$ cat src/rtl/multi_pattern_neuron.sv
// Serial spiking neuron holding NUM_PATTERNS (target, response) pairs loaded over CONTROL.
// Build option HAMMING_MATCH_EN: match within TOL differing bits instead of exact equality.
module multi_pattern_neuron #(
    parameter  int MEMORY       = 8,
    parameter  int NUM_PATTERNS = 4,
    parameter  int REFRACT_W    = 4,
    localparam int IW           = (NUM_PATTERNS > 1) ? $clog2(NUM_PATTERNS) : 1
) (
    input  logic          CLK,
    input  logic          RST,
    input  logic          CONTROL,
    input  logic          SEQ_IN,
    output logic          SEQ_OUT,
    output logic          FIRING,
    output logic [IW-1:0] MATCH_IDX,
    output logic          CFG_DONE,
    output logic [1:0]    DBG_STATE
);

    localparam int TW       = $clog2(MEMORY + 1);
    localparam int CFG_BITS = NUM_PATTERNS * 2 * MEMORY + REFRACT_W + TW;
    localparam int CCW      = $clog2(CFG_BITS + 1);
    localparam int CW       = ($clog2(MEMORY) > REFRACT_W) ? $clog2(MEMORY) : REFRACT_W;

    typedef enum logic [1:0] {
        S_LOAD    = 2'd0,
        S_LISTEN  = 2'd1,
        S_FIRE    = 2'd2,
        S_REFRACT = 2'd3
    } state_t;

    state_t                r_state;
    state_t                w_next_state;
    logic [CFG_BITS-1:0]   r_cfg;
    logic [CCW-1:0]        r_cfg_cnt;
    logic [MEMORY-1:0]     r_in_buf;
    logic [MEMORY-1:0]     r_out_buf;
    logic [CW-1:0]         r_cnt;
    logic                  r_seq_out;
    logic [IW-1:0]         r_match_idx;

    logic [REFRACT_W-1:0]  w_refract;
    logic [CW-1:0]         w_refract_last;
    logic [MEMORY-1:0]     w_tgt;
    logic                  w_cand;
    logic                  w_hit;
    logic [IW-1:0]         w_idx;
    logic [MEMORY-1:0]     w_resp;

    // Shifted MSB-first, so T0 lands in the top bits and TOL in the bottom TW bits.
    assign w_refract      = r_cfg[TW +: REFRACT_W];
    assign w_refract_last = CW'(w_refract) - CW'(1);

`ifdef HAMMING_MATCH_EN
    logic [TW-1:0] w_tol;
    logic [TW-1:0] w_dist;
    assign w_tol = r_cfg[TW-1:0];
`else
    logic w_unused_tol;
    assign w_unused_tol = ^r_cfg[TW-1:0];
`endif

    // Walk from the highest index down so the lowest matching entry is the one left standing.
    always_comb begin
        w_hit  = 1'b0;
        w_idx  = '0;
        w_resp = '0;
        w_tgt  = '0;
        w_cand = 1'b0;
`ifdef HAMMING_MATCH_EN
        w_dist = '0;
`endif
        for (int p = NUM_PATTERNS - 1; p >= 0; p--) begin
            w_tgt = r_cfg[CFG_BITS - 1 - 2 * p * MEMORY -: MEMORY];
`ifdef HAMMING_MATCH_EN
            w_dist = '0;
            for (int b = 0; b < MEMORY; b++) begin
                w_dist = w_dist + TW'(r_in_buf[b] ^ w_tgt[b]);
            end
            w_cand = (w_tgt != '0) && (w_dist <= w_tol);
`else
            w_cand = (w_tgt != '0) && (r_in_buf == w_tgt);
`endif
            if (w_cand) begin
                w_hit  = 1'b1;
                w_idx  = IW'(p);
                w_resp = r_cfg[CFG_BITS - 1 - (2 * p + 1) * MEMORY -: MEMORY];
            end
        end
    end

    always_ff @(posedge CLK) begin
        if (RST) begin
            r_state <= S_LOAD;
        end else begin
            r_state <= w_next_state;
        end
    end

    always_comb begin
        w_next_state = r_state;
        case (r_state)
            S_LOAD: begin
                if (r_cfg_cnt == CCW'(CFG_BITS - 1)) begin
                    w_next_state = S_LISTEN;
                end
            end
            S_LISTEN: begin
                if (w_hit) begin
                    w_next_state = S_FIRE;
                end
            end
            S_FIRE: begin
                if (r_cnt == CW'(MEMORY - 1)) begin
                    w_next_state = (w_refract != '0) ? S_REFRACT : S_LISTEN;
                end
            end
            S_REFRACT: begin
                if (r_cnt == w_refract_last) begin
                    w_next_state = S_LISTEN;
                end
            end
            default: w_next_state = S_LOAD;
        endcase
    end

    always_ff @(posedge CLK) begin
        if (RST) begin
            r_cfg       <= '0;
            r_cfg_cnt   <= '0;
            r_in_buf    <= '0;
            r_out_buf   <= '0;
            r_cnt       <= '0;
            r_seq_out   <= 1'b0;
            r_match_idx <= '0;
        end else begin
            case (r_state)
                S_LOAD: begin
                    r_cfg     <= {r_cfg[CFG_BITS-2:0], CONTROL};
                    r_cfg_cnt <= r_cfg_cnt + CCW'(1);
                    r_in_buf  <= '0;
                    r_seq_out <= 1'b0;
                end
                S_LISTEN: begin
                    r_seq_out <= 1'b0;
                    if (w_hit) begin
                        r_out_buf   <= w_resp;
                        r_match_idx <= w_idx;
                        r_in_buf    <= '0;
                        r_cnt       <= '0;
                    end else begin
                        r_in_buf <= {r_in_buf[MEMORY-2:0], SEQ_IN};
                    end
                end
                S_FIRE: begin
                    r_seq_out <= r_out_buf[MEMORY-1];
                    r_out_buf <= {r_out_buf[MEMORY-2:0], 1'b0};
                    // Reuse the counter for the refractory phase, so restart it on the way out.
                    if (r_cnt == CW'(MEMORY - 1)) begin
                        r_cnt <= '0;
                    end else begin
                        r_cnt <= r_cnt + CW'(1);
                    end
                end
                S_REFRACT: begin
                    r_seq_out <= 1'b0;
                    r_in_buf  <= '0;
                    r_cnt     <= r_cnt + CW'(1);
                end
                default: begin
                    r_seq_out <= 1'b0;
                end
            endcase
        end
    end

    assign SEQ_OUT   = r_seq_out;
    assign FIRING    = (r_state == S_FIRE);
    assign MATCH_IDX = r_match_idx;
    assign CFG_DONE  = (r_state != S_LOAD);
    assign DBG_STATE = r_state;

endmodule
$ cat config.mk
export PLATFORM = sky130hd
export DESIGN_NAME = multi_pattern_neuron
export DESIGN_NICKNAME = d
export VERILOG_FILES = /design/src/rtl/multi_pattern_neuron.sv
export SDC_FILE = /design/constraint.sdc
export NUM_CORES = 1
export LEC_CHECK = 0
export BUFFER_PORTS_ARGS = -buffer_cell sky130_fd_sc_hd__buf_2
export CAP_MARGIN = 20
export CORE_UTILIZATION = 31
export DETAILED_ROUTE_END_ITERATION = 10
export GPL_ROUTABILITY_DRIVEN = 0
export GPL_TIMING_DRIVEN = 0
export HOLD_SLACK_MARGIN = 0.1
export PLACE_DENSITY = 0.44
export SYNTH_ARGS = -nofsm -noshare
export SYNTH_HDL_FRONTEND = slang
export SYNTH_SLANG_ARGS = --single-unit
$ cat constraint.sdc
create_clock -name CLK -period 2.4 [get_ports CLK]
set_input_delay 0 -clock CLK [delete_from_list [all_inputs] [get_ports CLK]]
set_output_delay 0 -clock CLK [all_outputs]
set_load 0.1 [all_outputs]
==> impl_results.md <==
* Register area share after synthesis at a little over two fifths
* ANT nets after route at 0
* Die W at between 100 and 150 µm
* ANT cells at 0
* Clk sinks at between 100 and 150
* CTS tree: yes
* Fmax at about 430 MHz
* Port-buffer cells at 10
* #FFs+latches synth at 104
* R2r setup slk at ~0.086 ns
* WL per Instance at 15.1 µm
* Critical path class: reg -> reg
* Global-route wire length before repair at about 18 mm
* R2R Path Start: r_in_buf[4]$_SDFFE_PP0P_
* Setup TNS at 0 ns
* VDD IR max at 301 µV
* Num rows at between 40 and 50
* Hold Violations, Final at 0
* Longest Clk Path Bufs at 2
* Mapped Avg Cell Area at about 9.4 µm²
* Hold WS at approximately 0.17 ns
* Post-Synthesis Cell Area at between 4000 and 5000 µm²
* Dominant cell type by area after synthesis: dfxtp_1
* Hold-critical path depth at 4
* Post-route clock period utilization at between 90 and 100%
* Clock Pin Slew Worst Setup and Hold Paths at around 0.070 ns
* Arrival @ worst endpoint at 2.60 ns
* Largest net degree at the start of global routing at 17
* Number of flops mapped to enable cells by yosys at 0
* Type of element launching the critical path: register
* Setup WS pre-CTS at -0.213 ns
* Worst Tran Pin Value at about 0.73 ns
* Worst-skew pair later-pin latency at between 0.3 and 0.4 ns
* Final Net Count at approximately 540
* Root Buffer: clkbuf_16
* Final setup viols at 0
* Post-synth net total at slightly above 500
* Vias in the first global route at between 3000 and 4000
* Starting density of the core at 31.6%
* Crit end category: register
* Asr flop ratio synth at 0%
* Layout filler cell count at between 1500 and 2000
* Worst EP required at between 2 and 3 ns
* Vias per cell at about 4.9
* Slew Limit Fails at 0
* Core Box Area at approximately 15000 µm²
* Non-Filler Instances at 721
* Initial antenna violation count at 0
* Critical Path Fanout Max at 7
* Power Dens Cells at around 690 nW/µm²
* Ratio of cells with drive above 1 in the final layout at about 12%
* Worst Hold Path EP: r_out_buf[6]$_SDFFE_PP0P_
* Synth unique cells at 46
* Synth Warn # at 0
* Vias at ~3500
* Worst Skew at roughly 0.0086 ns
* 1st-pass router iterations at 4
* Top_reg_cell synth: dfxtp_1
* Worst hold path startpoint: RST
* Status: finished, final reports clean
* Total grt overflow at 0
* Final Cell Area at about 5500 µm²
* H-tree depth at 3
* Num CTS Buffers at 9
* Post-route core utilization at roughly 36%
* Die ar. at about 16000 µm²
* P&R area growth vs syn at 14.4%
* Hold Crit Class: in -> reg
* Final period demand of the worst path at between 2 and 2.5 ns
* Post-DP HPWL at 7.86 mm
* Final wirelength at around 11 mm
* Total Power at ~3.8 mW
* Num ports at 11
* Reg-to-reg critical path endpoint: r_cnt[2]$_SDFFE_PP0P_
* Initial DRC Count at approximately 190
* Rel. slew slack at 51.3%
* Mapped Cells at between 500 and 600
* Die Y at approximately 130 µm
* Area share of the largest cell type after synthesis at a little over two fifths
* Total track usage at 14.7%
* Worst reg2reg path depth at 8
* Leak at 2.64 nW
* RSZ-0062 raised after global routing: yes
* MaxCap Viol Count at 0
* DRC viols at 0
* DP Cell Count at 704
* DP Area at 5090 µm²
* Area contributors post-synth: dfxtp_1 44%, mux2i_1 15%, nor2_1 7.4%
* Worst setup margin at 0.0857 ns
-- critical path, cell delays in order (launching register included) --
cell     delay [ns]
dfxtp_1        0.30
buf_2          0.18
xor2_1         0.15
nor4_1         0.28
nand3_1        0.23
nor4b_4        0.23
a21o_1         0.24
or4b_4         0.50
a21oi_2        0.13
-- flip-flops by register name, summed over array words and instances (netlist names) --
signal	cells
DBG_STATE	2
MATCH_IDX	2
SEQ_OUT	1
r_cfg	72
r_cfg_cnt	7
r_cnt	4
r_in_buf	8
r_out_buf	8
-- logic make-up (layout without fill, tap and decap cells) --
| kind of cell | after synthesis | after routing | share of synthesized area [%] |
|---|---|---|---|
| flops | 104 | 104 | 43.5 |
| mux | 73 | 73 | 15.3 |
| simple gates | 163 | 163 | 15.7 |
| compound gates | 69 | 69 | 11.3 |
| fa+ha+maj | 9 | 9 | 2.36 |
| buf+inv | 47 | 74 | 4.14 |
| xor+xnor | 41 | 41 | 7.67 |
-- routing by layer --
metal  wire, µm  track usage, %  vias up
li1           -               -     1788
met1       5510            20.8     1679
met2       4800            21.9       51
met3        343            2.42       14
met4        200            6.38        0
met5          0               0        -
-- cell usage after synthesis (9+ instances only) --
cell type / number
dfxtp_1: 104
nor2_1: 94
mux2i_1: 73
xor2_1: 28
clkbuf_1: 23
nand2_1: 21
nor4_1: 13
o21ai_0: 13
nand2b_1: 12
xnor2_1: 12
a21oi_1: 10
ha_1: 9
inv_1: 9
-- repair_timing --
item                       4_1_cts  5_1_grt
setup endpoints to repair       36       20
hold buffers                     2        0
pin swaps                        0        4
hold endpoints to repair         2        0
buffers inserted                 0        1
resized for setup                5       19
-- report_power, final --
part           switching [mW]  internal (mW)  total (mW)
sequential             0.0213           1.75        1.77
clock                   0.652          0.915        1.57
combinational           0.261          0.156       0.417
-- how the worst max path moves through the flow --
stage                                    startpoint                         to  slack, ns  cells past startpoint
after floorplan           DBG_STATE[0]$_SDFFE_PP0P_                   CFG_DONE       0.07                      6
final                      r_in_buf[4]$_SDFFE_PP0P_      r_cnt[2]$_SDFFE_PP0P_       0.09                      8
after global routing       r_in_buf[4]$_SDFFE_PP0P_      r_cnt[2]$_SDFFE_PP0P_      -0.06                      8
after detailed placement  DBG_STATE[0]$_SDFFE_PP0P_  r_cfg_cnt[1]$_SDFFE_PP0P_      -0.21                      7
after CTS                  r_in_buf[7]$_SDFFE_PP0P_  r_out_buf[7]$_SDFFE_PP0P_     0.0005                      8
after global placement    DBG_STATE[0]$_SDFFE_PP0P_     r_cfg[70]$_SDFFE_PP0P_      -0.20                      7
-- layout make-up --
cell class	count	area, µm²	area share, %
plain buffers	36	176	3.23
clock buffers	11	233	4.25
clock inverters	5	81.3	1.49
inverters	9	37.5	0.686
multi-input cells	355	2540	46.5
flip-flops and latches	104	2080	38.1
well taps	188	235	4.30
repair buffers	13	77.6	1.42
-- cells in the final DEF, fill, tap and decap left out, drive strengths merged, types with 3 or more instances in the layout --
master	Yosys	layout
dfxtp	104	104
nor2	94	94
mux2i	73	73
clkbuf	23	34
xor2	29	29
buf	15	24
nand2	21	21
o21ai	13	13
nor4	13	13
xnor2	12	12
nand2b	12	12
a21oi	10	10
ha	9	9
inv	9	8
a22oi	8	8
a221o	8	8
a22o	8	8
a31o	7	7
nand4	5	5
nand3	4	4
nor3	3	3
Power figures use the tool's default switching activity.
